[config.mk]
export PLATFORM = sky130hd
export DESIGN_NAME = mem_port_arbiter
export DESIGN_NICKNAME = d
export VERILOG_FILES = /design/src/rtl/mem_port_arbiter.sv
export SDC_FILE = /design/constraint.sdc
export NUM_CORES = 1
export LEC_CHECK = 0
export ABC_AREA = 1
export ABC_CLOCK_PERIOD_IN_PS = 1600
export CAP_MARGIN = 20
export CORE_ASPECT_RATIO = 0.7
export CORE_UTILIZATION = 40
export CTS_CLUSTER_SIZE = 40
export DETAILED_ROUTE_END_ITERATION = 8
export GPL_TIMING_DRIVEN = 1
export PLACE_DENSITY = 0.81
export SYNTH_ARGS = -nofsm -noshare
export SYNTH_HDL_FRONTEND = slang
export SYNTH_SLANG_ARGS = --single-unit
[constraint.sdc]
create_clock -name clk -period 1.6 [get_ports clk]
set_clock_uncertainty 0.1 [all_clocks]
set_input_delay 0.32 -clock clk [delete_from_list [all_inputs] [get_ports clk]]
set_output_delay 0.32 -clock clk [all_outputs]
set_load 0.05 [all_outputs]
[src/rtl/mem_port_arbiter.sv]
// mem_port_arbiter: shares one external req/ack memory port between the fetch
// (instruction) port and the data port of a stall-style pipeline. The data
// port has fixed priority. Per-port done flags ensure each request is
// serviced exactly once while the pipeline is frozen by the other stall.
module mem_port_arbiter #(
  parameter int ADDR_W = 32,
  parameter int DATA_W = 32
) (
  input  logic              clk,
  input  logic              reset,
  input  logic              if_read_en,
  input  logic [ADDR_W-1:0] if_addr,
  output logic [DATA_W-1:0] if_rdata,
  output logic              if_stall,
  input  logic              d_read_en,
  input  logic              d_write_en,
  input  logic [ADDR_W-1:0] d_addr,
  input  logic [DATA_W-1:0] d_wdata,
  output logic [DATA_W-1:0] d_rdata,
  output logic              d_stall,
  output logic              mem_req,
  output logic              mem_we,
  output logic [ADDR_W-1:0] mem_addr,
  output logic [DATA_W-1:0] mem_wdata,
  input  logic [DATA_W-1:0] mem_rdata,
  input  logic              mem_ack
);

  typedef enum logic [0:0] {
    IDLE = 1'b0,
    BUSY = 1'b1
  } state_e;

  localparam logic GNT_I = 1'b0;
  localparam logic GNT_D = 1'b1;

  state_e            state_q, state_d;
  logic              grant_q, grant_d;
  logic              if_done_q, if_done_d;
  logic              d_done_q, d_done_d;
  logic              mem_we_q, mem_we_d;
  logic [ADDR_W-1:0] mem_addr_q, mem_addr_d;
  logic [DATA_W-1:0] mem_wdata_q, mem_wdata_d;
  logic [DATA_W-1:0] if_rdata_q, if_rdata_d;
  logic [DATA_W-1:0] d_rdata_q, d_rdata_d;

  logic d_pend_s;
  logic i_pend_s;
  logic advance_s;
  logic ack_s;
  logic granted_live_s;

  // Pending/stall/advance decode and qualified completion
  always_comb begin
    d_pend_s  = (d_read_en | d_write_en) & ~d_done_q;
    i_pend_s  = if_read_en & ~if_done_q;
    advance_s = ~i_pend_s & ~d_pend_s;
    // mem_ack only counts while a transaction is outstanding
    ack_s     = (state_q == BUSY) & mem_ack;
    // Granted requester still holding its request when the ack lands
    if (grant_q == GNT_D) begin
      granted_live_s = d_read_en | d_write_en;
    end else begin
      granted_live_s = if_read_en;
    end
  end

  // FSM state register
  always_ff @(posedge clk) begin
    if (reset) begin
      state_q <= IDLE;
    end else begin
      state_q <= state_d;
    end
  end

  // FSM next-state logic
  always_comb begin
    state_d = state_q;
    case (state_q)
      IDLE: begin
        if (d_pend_s || i_pend_s) begin
          state_d = BUSY;
        end else begin
          state_d = IDLE;
        end
      end
      BUSY: begin
        if (mem_ack) begin
          state_d = IDLE;
        end else begin
          state_d = BUSY;
        end
      end
      default: state_d = IDLE;
    endcase
  end

  // FSM outputs: request is active for the whole BUSY period
  always_comb begin
    case (state_q)
      BUSY:    mem_req = 1'b1;
      IDLE:    mem_req = 1'b0;
      default: mem_req = 1'b0;
    endcase
  end

  // Transaction capture in IDLE; data port wins, read+write counts as write
  always_comb begin
    grant_d     = grant_q;
    mem_we_d    = mem_we_q;
    mem_addr_d  = mem_addr_q;
    mem_wdata_d = mem_wdata_q;
    if (state_q == IDLE) begin
      if (d_pend_s) begin
        grant_d     = GNT_D;
        mem_we_d    = d_write_en;
        mem_addr_d  = d_addr;
        mem_wdata_d = d_wdata;
      end else if (i_pend_s) begin
        grant_d     = GNT_I;
        mem_we_d    = 1'b0;
        mem_addr_d  = if_addr;
        mem_wdata_d = mem_wdata_q;
      end else begin
        grant_d     = grant_q;
        mem_we_d    = mem_we_q;
        mem_addr_d  = mem_addr_q;
        mem_wdata_d = mem_wdata_q;
      end
    end else begin
      grant_d     = grant_q;
      mem_we_d    = mem_we_q;
      mem_addr_d  = mem_addr_q;
      mem_wdata_d = mem_wdata_q;
    end
  end

  // Done flags and read-data capture; advance releases both flags
  always_comb begin
    if_done_d  = if_done_q;
    d_done_d   = d_done_q;
    if_rdata_d = if_rdata_q;
    d_rdata_d  = d_rdata_q;
    if (advance_s) begin
      if_done_d = 1'b0;
      d_done_d  = 1'b0;
    end else if (ack_s && granted_live_s) begin
      // An abandoned request completes on the bus but leaves no trace here
      if (grant_q == GNT_D) begin
        d_done_d = 1'b1;
        if (!mem_we_q) begin
          d_rdata_d = mem_rdata;
        end else begin
          d_rdata_d = d_rdata_q;
        end
      end else begin
        if_done_d  = 1'b1;
        if_rdata_d = mem_rdata;
      end
    end else begin
      if_done_d  = if_done_q;
      d_done_d   = d_done_q;
      if_rdata_d = if_rdata_q;
      d_rdata_d  = d_rdata_q;
    end
  end

  // Datapath and flag registers
  always_ff @(posedge clk) begin
    if (reset) begin
      grant_q     <= GNT_I;
      if_done_q   <= 1'b0;
      d_done_q    <= 1'b0;
      mem_we_q    <= 1'b0;
      mem_addr_q  <= {ADDR_W{1'b0}};
      mem_wdata_q <= {DATA_W{1'b0}};
      if_rdata_q  <= {DATA_W{1'b0}};
      d_rdata_q   <= {DATA_W{1'b0}};
    end else begin
      grant_q     <= grant_d;
      if_done_q   <= if_done_d;
      d_done_q    <= d_done_d;
      mem_we_q    <= mem_we_d;
      mem_addr_q  <= mem_addr_d;
      mem_wdata_q <= mem_wdata_d;
      if_rdata_q  <= if_rdata_d;
      d_rdata_q   <= d_rdata_d;
    end
  end

  // Output mapping
  always_comb begin
    if_stall  = i_pend_s;
    d_stall   = d_pend_s;
    mem_we    = mem_we_q;
    mem_addr  = mem_addr_q;
    mem_wdata = mem_wdata_q;
    if_rdata  = if_rdata_q;
    d_rdata   = d_rdata_q;
  end

endmodule

==> qor.yml, run 1 <==
drt:
  wl_um: 18800
  vias: 5989
  wl_per_cell_um: 15.5
  drt_iter0_markers: 309
  drc: 0
  viasPerCell: 4.94
  ant_nets: 0
  dr.pass1.iters: 4
run_status:
  outcome: "finished clean"
final_layout:
  nets: 1168
  antenna_cells: 0
  design_area_sq_um: 10300
  final_util_pct: 78.5
  area_growth_pct: 91.7
  final_layout_size_suffix_gt1_share_pct: 20.4
  final_common_cell: "nor2_1"
  final_cell_mix: "nor2_1, buf_12, nand2_1, dfxtp_1, clkdlybuf4s50_1"
  fillerInstances: 834
placement:
  place.gp.congestion: 0.823
  placed_area_sq_um: 9670
  dp_hpwl_um: 13100
  port_buffers: 265
  post-place-ws_ns: -0.399
clock_network:
  cts_buffers: 17
  clock_path_buffers: 2
  cts_tree: "yes"
  cts.sinks: 133
  root_buffer: "clkbuf_16"
  insertion_delay_ns: 0.40
  clkTransAtPathRegs_ns: 0.05
  ctsHtreeMaxLevel: 4
setup_path:
  crit_buf_inv: 4
  r2r_start: "d_done_q"
  r2r_slack_ns: 0.10
  crit_fanout: 2
  max_stage_delay_ns: 0.31
  cp.required_ns: 1.18
  cp.depth: 5
  cp_slowest_cell: "dfxtp_2"
  crit_type: "flip-flop to primary output"
  crit_family: "buffers and inverters"
  cp-end-kind: "primary output"
  worstPathArrival_ns: 1.14
  crit_end: "if_stall"
  critPathLaunchType: "flip-flop"
  r2r-end: "mem_wdata[26]"
  ff2ff_path_depth: 8
  startpoint: "if_done_q"
  crit_chain: "inv_2 > nand2_2 > buf_6 > inv_4 > buf_12"
sta:
  period_share_pct: 97.6
  slew_viol_final: 0
  tightest_slew_ns: 0.381
  hold_slack_ns: 0.243
  slew_headroom_pct: 74.6
  layout_min_cycle_time_ns: 1.56
  finalWorstSetupSlack_ns: 0.0381
  timing.fmax_ghz: 0.640
  hold_viol: 0
  setup_viol: 0
floorplan:
  ios: 266
  design.core.area_sq_um: 13100
  dieWidth_um: 141
  core.rowCount: 35
  start_util_pct: 40.9
  die_y_um: 99.0
  die_area_sq_um: 13900
pwr:
  power_density_nw_per_um2: 1020
  p_leak_uw: 0.00447
  power_uw: 10500
  peakVddDrop_mv: 0.767
run:
  drv_cap: 0
global_route:
  grt_busiest_layer: "met2"
  grt_pass1_vias: 6077
  met2_usage_pct: 50.4
  grt_pass1_wl_um: 30300
  grt.met3_usage_pct: 8.55
  grt_util_all_layers_pct: 27.7
  grt_max_degree: 49
  antenna_found_initial: 0
  grt_util_met1_pct: 31.1
  grt_remaining_overflow: 0
yosys:
  synth-warning-count: 0
  syn_area_per_cell_sq_um: 6.98
  yosysTopAreaCell: "dfxtp_1"
  synthCells: 771
  netlist_top_cells_area: "dfxtp_1, nor2_1, nand2_1"
  synth_top_area_share_pct: 49.5
  yosysUniqueCellTypes: 18
  syn-num-nets: 905
  ys_seq_area_share_pct: 49.5
  yosys_register_bits: 133
  syn_area_sq_um: 5380
hold_path:
  holdCritPathClass: "primary input to flip-flop"
where the power goes:
group	leakage, uW	internal (uW)	switching [uW]	total (uW)
combinational	0.00310	1460	1550	3010
clock	0.000280	2260	1460	3720
sequential	0.00109	3550	249	3800
total	0.00447	7280	3260	10500
cells by family after synthesis:
| group | synth area share (%) |
|---|---|
| flip-flops | 49.5 |
| AND/OR/NAND/NOR | 30.0 |
| AO/OA/AOI/OAI | 12.7 |
| buffers and inverters | 7.75 |
worst register-to-register path: cells and delay by family, from the launching register on:
family | cells | cell delay, ns
compound gates | 1 | 0.08
buf+inv | 4 | 0.52
simple gates | 3 | 0.37
flops | 1 | 0.33
metrics by stage:
step                cells  TNS [ns]
floorplan             771         0
global placement     1177    -34.79
detailed placement   1177    -40.22
CTS                  1211   -0.0195
global route         1213  -0.00292
finish               1213         0
per-layer routing:
metal / wire, um / part of all wire, % / vias up
li1: - / - / 2967
met1: 7420 / 40 / 2763
met2: 9590 / 51 / 233
met3: 1540 / 8.2 / 26
met4: 223 / 1.2 / 0
met5: 0 / 0 / -
final cells by class:
class / instances / area [sq um] / area share [%]
clock buffer: 21 / 470 / 4.56
clock inverter: 11 / 100 / 0.971
inverter: 47 / 180 / 1.75
multi-input combinational: 537 / 2310 / 22.4
sequential: 133 / 2670 / 25.8
tap: 166 / 208 / 2.01
timing repair buffer: 298 / 4370 / 42.4
state kept, by name, summed over array words and instances, names as in the netlist:
signal / count
grant_q: 1
d_done_q: 1
state_q: 1
mem_wdata: 32
d_rdata: 32
if_rdata: 32
mem_addr: 32
mem_we: 1
if_done_q: 1
worst min-delay path by stage:
stage / cells after the start / end / slack (ns) / from
3_3_place_gp: 2 / if_done_q / 0.35 / if_done_q
3_5_place_dp: 2 / if_done_q / 0.37 / if_done_q
4_1_cts: 3 / mem_we / 0.22 / d_write_en
6_report: 3 / mem_we / 0.24 / d_write_en
2_1_floorplan: 1 / grant_q / 0.29 / reset
5_1_grt: 3 / mem_we / 0.26 / d_write_en
repair_timing:
item | in CTS | in global routing
hold buffers | 0 | 0
buffers inserted | 1 | 2
resized for setup | 8 | 6
gates cloned | 1 | 0
endpoints found under the setup margin | 12 | 3
pin swaps | 1 | 0
hold endpoints to repair | 0 | 0
synth_stat cells:
cell type and instances:
nor2_1 228, nand2_1 138, dfxtp_1 133, o21ai_0 91, inv_1 45, a21oi_1 36
nand4_1 32, clkbuf_1 23, buf_2 19, buf_1 7, o21ai_1 5, buf_4 3
nand2_2 3, clkbuf_2 2, inv_2 2, nor2_4 2, o211ai_1 1, o21ai_4 1
Power figures use the tool's default switching activity.
==> run 2: changes to the inputs <==
--- a/config.mk
+++ b/config.mk
@@ -5,11 +5,10 @@
 export SDC_FILE = /design/constraint.sdc
 export NUM_CORES = 1
 export LEC_CHECK = 0
-export ABC_AREA = 1
 export ABC_CLOCK_PERIOD_IN_PS = 1600
 export CAP_MARGIN = 20
 export CORE_ASPECT_RATIO = 0.7
-export CORE_UTILIZATION = 40
+export CORE_UTILIZATION = 41
 export CTS_CLUSTER_SIZE = 40
 export DETAILED_ROUTE_END_ITERATION = 8
 export GPL_TIMING_DRIVEN = 1
==> run 2 against run 1 <==
The run now ends with negative setup slack left. Power increased by 0.41%. Largest power group is now clock. Combinational power decreased by 7.6%. Non-clock buffer count increased by 4. Via count decreased by 6.2%. Utilization increased by 2.1 points. Sequential share of layout area decreased by 0.89 points. Flip-flop and latch count unchanged. Count of clock-buffer cells in the layout decreased by 2. Design area increased by 3.7%.
==> qor.yml, run 2 <==
clock_network:
  hold_buffers: 0  # unchanged
  cts.sinks: 133  # unchanged
  clkTransAtPathRegs_ns: 0.06  # about the same
  cts_buffers: 17  # unchanged
  ctsHtreeMaxLevel: 4  # unchanged
  clock_path_buffers: 2  # unchanged
  cts_tree: "yes"
  insertion_delay_ns: 0.41  # about the same
  root_buffer: "clkbuf_16"
setup_path:
  worstPathArrival_ns: 1.23  # +0.09 ns
  crit_fanout: 2  # unchanged
  max_stage_delay_ns: 0.32  # about the same
  crit_chain: "o21bai_4 > inv_4 > buf_12 > buf_12"
  path_common_cell: "buf_12"
  crit_buf_inv: 3  # -1
  cp.required_ns: 1.18  # about the same
  cp-end-kind: "primary output"
  crit_family: "flip-flops"
  crit_type: "flip-flop to primary output"
  cp_slowest_cell: "dfxtp_2"
  critPathLaunchType: "flip-flop"
floorplan:
  start_util_pct: 42.5  # +1.5 points
  core.rowCount: 35  # unchanged
  die_area_sq_um: 14200  # +2.2%
  dieWidth_um: 142  # +1.1%
  die_y_um: 100  # +1.1%
  ios: 266  # unchanged
  design.core.area_sq_um: 13300  # +1.0%
yosys:
  synth-edff-count: 0  # unchanged
  syn_area_per_cell_sq_um: 9.38  # +34%
  synth-async-reset-ratio_pct: 0  # unchanged
  syn-num-nets: 735  # -19%
  synth-warning-count: 0  # unchanged
  synth_compound_area_share_pct: 16.7  # +4.0 points
  netlist_top_cells_area: "dfxtp_1, mux2i_1, nand2b_1"
  synth_top_area_share_pct: 47.2  # -2.3 points
  muxShareOfSynthArea_pct: 11.4  # +11 points
  synthAdderAreaFrac_pct: 0  # unchanged
  yosys.area_share.simple_pct: 18.6  # -11 points
  synth_common_cells: "dfxtp_1, nand2b_1, mux2i_1, nand2_1, a211oi_1"
  yosysTopAreaCell: "dfxtp_1"
  synth-main-ff-cell: "dfxtp_1"
  ys_seq_area_share_pct: 47.2  # -2.3 points
  synthCells: 601  # -22%
  post-synth-top-count-cell: "dfxtp_1"
  yosysUniqueCellTypes: 28  # +10
  syn_area_sq_um: 5640  # +4.8%
  yosys_register_bits: 133  # unchanged
  yosys.area_share.xor_xnor_pct: 0  # unchanged
  synth_top_family_by_area: "simple AND/OR/NAND/NOR gates"
final_layout:
  final_common_cell: "buf_12"
  design_area_sq_um: 10700  # +3.7%
  layout.cells.non_filler: 1061  # -13%
  area_growth_pct: 89.7
  final_util_pct: 80.6  # +2.1 points
  final_cell_mix: "buf_12, dfxtp_1, clkdlybuf4s50_1, nand2b_1, nand2_1"
  antenna_cells: 0  # unchanged
  final_layout_size_suffix_gt1_share_pct: 24.9  # +4.4 points
  nets: 997  # -15%
global_route:
  grt_pass1_wl_um: 29100  # -3.9%
  antenna_found_initial: 0  # unchanged
  grt_util_all_layers_pct: 26.4  # -1.3 points
  grt_max_degree: 75  # +53%
  grt_remaining_overflow: 0  # unchanged
  grt_pass1_vias: 5743  # -5.5%
pwr:
  power_uw: 10600  # +0.41%
  power_density_nw_per_um2: 989  # -3.2%
  peakVddDrop_mv: 0.843  # +9.9%
  p_leak_uw: 0.00424  # -5.2%
hold_path:
  holdCritPathClass: "primary input to flip-flop"
drt:
  wl_per_cell_um: 18.7  # +21%
  drc: 0  # unchanged
  viasPerCell: 5.30  # +7.2%
  vias: 5618  # -6.2%
  wl_um: 19800  # +5.8%
  drt_iter0_markers: 296  # -4.2%
  ant_nets: 0  # unchanged
  dr.pass1.iters: 5  # +1
placement:
  place.gp.congestion: 0.803  # -2.3%
  dp_hpwl_um: 13600  # +3.2%
  port_buffers: 265  # unchanged
  dpl.cell_count: 1017  # -14%
  placed_area_sq_um: 9860  # +2.0%
sta:
  slew_headroom_pct: 80.0  # +5.4 points
  timing.fmax_ghz: 0.607  # -5.2%
  grt_setup_unrepaired: "true"
  slew_viol_final: 0  # unchanged
  finalWorstSetupSlack_ns: -0.0477  # -0.0858 ns
  period_share_pct: 103  # +5.4 points
  tightest_slew_ns: 0.298  # -0.0833 ns
  layout_min_cycle_time_ns: 1.65  # +0.0858 ns
  hold_viol: 0  # unchanged
  setup_viol: 20  # +20
  hold_slack_ns: 0.252  # +0.00878 ns
run:
  drv_cap: 0  # unchanged
run_status:
  violations: "negative setup slack"
  outcome: "finished, violations left"
==> run 2: cells by family (layout without fill, tap and decap cells) <==
family          Yosys count  count (layout)
compound gates          140             140
buf+inv                  66             341
flops                   133             133
mux                      64              64
simple gates            198             198
==> run 2: final cells by class <==
class,instances,area [sq um]
repair buffers,302,4460
multi-input cells,402,2690
flip-flops and latches,133,2670
fillers,783,2570
clock buffers,19,443
well taps,185,231
clock inverters,13,170
inverters,7,31.3
==> run 2: routing by layer <==
metal / up-vias / track usage (%) / wire, um
li1: 2643 / - / -
met1: 2680 / 29.5 / 7800
met2: 253 / 47.2 / 9920
met3: 42 / 8.68 / 1630
met4: 0 / 9.10 / 498
met5: - / 0 / 0
==> run 2: power by group <==
part	switching (uW)	total [uW]	internal, uW
clock network	1540	4060	2520
logic	1370	2780	1400
registers	225	3740	3520
==> run 2: worst paths after layout <==
check | start | endpoint | slack (ns) | cells after the start
max | d_done_q | d_stall | -0.05 | 4
min | reset | if_rdata[9] | 0.25 | 3
max reg2reg | d_done_q | if_rdata[29] | -0.04 | 6
min reg2reg | if_rdata[9] | if_rdata[9] | 0.41 | 2
==> run 2: timing repair <==
item | CTS | global route
pin swaps | 1 | 0
gates cloned | 1 | 3
resized for setup | 11 | 15
setup buffers | 5 | 3
setup endpoints to repair | 3 | 55
==> run 2: tightest hold or removal path, stage by stage <==
cell      delay [ns]
buf_4           0.21
nand2b_1        0.13
mux2i_1         0.05
==> run 2: stage by stage <==
stage                     setup TNS (ns)  worst slack (ns)
after floorplan                        0           0.00995
after global placement            -40.72            -0.375
after detailed placement          -46.32            -0.402
after CTS                        -0.0478           -0.0406
after global routing               -2.19           -0.0809
final                             -0.236           -0.0477
==> run 3: changes to the inputs <==
--- a/config.mk
+++ b/config.mk
@@ -8,11 +8,11 @@
 export ABC_CLOCK_PERIOD_IN_PS = 1600
 export CAP_MARGIN = 20
 export CORE_ASPECT_RATIO = 0.7
-export CORE_UTILIZATION = 41
-export CTS_CLUSTER_SIZE = 40
+export CORE_UTILIZATION = 40
+export CTS_CLUSTER_SIZE = 14
 export DETAILED_ROUTE_END_ITERATION = 8
 export GPL_TIMING_DRIVEN = 1
-export PLACE_DENSITY = 0.81
+export PLACE_DENSITY = 0.8
 export SYNTH_ARGS = -nofsm -noshare
 export SYNTH_HDL_FRONTEND = slang
 export SYNTH_SLANG_ARGS = --single-unit
==> run 3 against run 2 <==
The flow still finishes with violations (negative setup slack). Register-to-register slack improved by 0.07 ns. Count of clock-buffer cells in the layout fell by 2. Critical path depth did not move. Hold slack improved by 0.053 ns. Sequential power barely moved. Sequential share of layout area barely moved. Non-clock buffer count fell by 4. Flip-flop and latch count did not move. Fmax rose by 2.7%. First-iteration DRC count fell by 42%. Final cell count fell by 0.47%. Design area barely moved. Critical path type unchanged. Critical endpoint unchanged. Largest cell class unchanged.
==> qor.yml, run 3 (same netlist as run 2, synthesis figures left out) <==
drt:
  drc: 0  # unchanged
  drt_iter0_markers: 173  # -42%
  viasPerCell: 5.30  # +0.17%
  vias: 5601  # -0.30%
  wl_um: 19700  # -0.96%
  wl_per_cell_um: 18.6  # -0.49%
  ant_nets: 0  # unchanged
  dr.pass1.iters: 5  # unchanged
floorplan:
  core.rowCount: 35  # unchanged
  ios: 266  # unchanged
  design.core.area_sq_um: 13400  # +1.3%
  start_util_pct: 41.9  # -0.55 points
  die_y_um: 101  # +1.2%
  dieWidth_um: 144  # +1.2%
  die_area_sq_um: 14600  # +2.5%
sta:
  hold_viol: 0  # unchanged
  grt_setup_unrepaired: "true"
  slew_headroom_pct: 80.6  # +0.62 points
  period_share_pct: 100  # -2.7 points
  hold_slack_ns: 0.305  # +0.0532 ns
  tightest_slew_ns: 0.289  # -0.00900 ns
  slew_viol_final: 0  # unchanged
  setup_viol: 1  # -95%
  finalWorstSetupSlack_ns: -0.00461  # +0.0431 ns
  timing.fmax_ghz: 0.623  # +2.7%
  layout_min_cycle_time_ns: 1.60  # -0.0431 ns
placement:
  post-place-ws_ns: -0.420  # -0.0182 ns
  port_buffers: 265  # unchanged
  place.gp.congestion: 0.807  # +0.51%
  dp_hpwl_um: 13800  # +2.1%
setup_path:
  cp-end-kind: "primary output"
  ff2ff_path_depth: 5  # -1
  worstPathArrival_ns: 1.18  # -0.05 ns
  crit_end: "d_stall"
  r2r_slack_ns: 0.03  # +0.07 ns
  r2r-end: "d_rdata[17]"
  critPathLaunchType: "flip-flop"
  r2r_start: "d_done_q"
  cp.required_ns: 1.18  # about the same
  startpoint: "d_done_q"
  crit_type: "flip-flop to primary output"
  crit_fanout: 2  # unchanged
pwr:
  p_leak_uw: 0.00424  # about the same
  clkPwrFrac_pct: 38.6  # +0.2 points
  power.share.sequential_pct: 35.2  # -0.2 points
  power_density_nw_per_um2: 995  # +0.60%
  p_switching_uw: 3100  # -1.4%
  combPwrFrac_pct: 26.3  # about the same
  intPower_uw: 7550  # +1.6%
  peakVddDrop_mv: 0.806  # -4.3%
  netSwitchingFraction_pct: 29.1  # -0.62 points
  power_uw: 10700  # +0.67%
run_status:
  violations: "negative setup slack"
  outcome: "finished, violations left"
global_route:
  grt_max_degree: 65  # -13%
  grt_pass1_wl_um: 29200  # +0.21%
  antenna_found_initial: 0  # unchanged
  grt_pass1_vias: 5741  # -0.035%
  grt_util_all_layers_pct: 25.9  # -0.45 points
  grt_remaining_overflow: 0  # unchanged
final_layout:
  final_layout_size_suffix_gt1_share_pct: 24.6  # -0.32 points
  fillerInstances: 834  # +6.5%
  final_common_cell: "buf_12"
  final_util_pct: 79.6  # -0.99 points
  nets: 993  # -0.40%
  multi_input_area_sq_um: 2700  # +0.19%
  antenna_cells: 0  # unchanged
  final_cell_mix: "buf_12, dfxtp_1, clkdlybuf4s50_1, nand2b_1, nand2_1"
  regArea_sq_um: 2670  # about the same
  area_growth_pct: 89.9  # about the same
clock_network:
  root_buffer: "clkbuf_16"
  insertion_delay_ns: 0.40  # about the same
  cts.sinks: 133  # unchanged
  clkTransAtPathRegs_ns: 0.06  # about the same
  hold_buffers: 0  # unchanged
  cts_tree: "yes"
  cts_buffers: 17  # unchanged
  clock_path_buffers: 2  # unchanged
  ctsHtreeMaxLevel: 4  # unchanged
hold_path:
  holdCritPathClass: "primary input to flip-flop"
run:
  drv_cap: 0  # unchanged
## run 3: metrics by stage
| stage | area [sq um] | std cells | TNS (ns) |
|---|---|---|---|
| finish | 10700 | 1056 | -0.00461 |
| global route | 10700 | 1056 | -0.106 |
| CTS | 10600 | 1052 | -0.0262 |
| detailed placement | 9900 | 1017 | -44.37 |
| global placement | 9900 | 1017 | -39.99 |
| floorplan | 5640 | 601 | 0 |
## run 3: power by group through the flow
stage	Sequential [uW]	Clock, uW	Combinational (uW)
after CTS	3750	4180	2740
after global placement	3800	0	2650
after detailed placement	3820	0	2710
after floorplan	4370	0	636
final	3750	4110	2800
after global routing	3770	4340	2910
## run 3: worst max-delay path, stage by stage, from the launching register on
cell and delay (ns):
dfxtp_2 0.32, o21bai_4 0.17, inv_4 0.07, buf_12 0.10, buf_12 0.13
## run 3: worst min path at each step
stage	from	end	cells after the start
after floorplan	d_done_q	d_done_q	2
after global routing	reset	mem_wdata[30]	3
after detailed placement	d_done_q	d_done_q	2
after CTS	reset	mem_wdata[27]	3
final	reset	mem_wdata[27]	3
after global placement	d_done_q	d_done_q	2
## run 3: layout make-up
| class | count | share of cell area (%) |
|---|---|---|
| clock buffers | 17 | 3.97 |
| clock inverters | 14 | 1.86 |
| inverters | 7 | 0.269 |
| multi-input cells | 402 | 25.2 |
| flip-flops and latches | 133 | 24.9 |
| well taps | 185 | 2.16 |
| repair buffers | 298 | 41.6 |
## run 3: timing repair
item                       4_1_cts  5_1_grt
cloned                           1        3
resized for setup                6        7
setup endpoints to repair        4       26
hold endpoints to repair         0        0
buffers inserted                 3        1
pin swaps                        1        2
## run 3: routing by layer
layer / vias to the layer above / part of all wire, % / GRT usage, %
met5: - / 0 / 0
met4: 0 / 2.5 / 9.90
li1: 2627 / - / -
met3: 40 / 9.2 / 9.31
met1: 2694 / 38 / 27.9
met2: 240 / 50 / 46.7
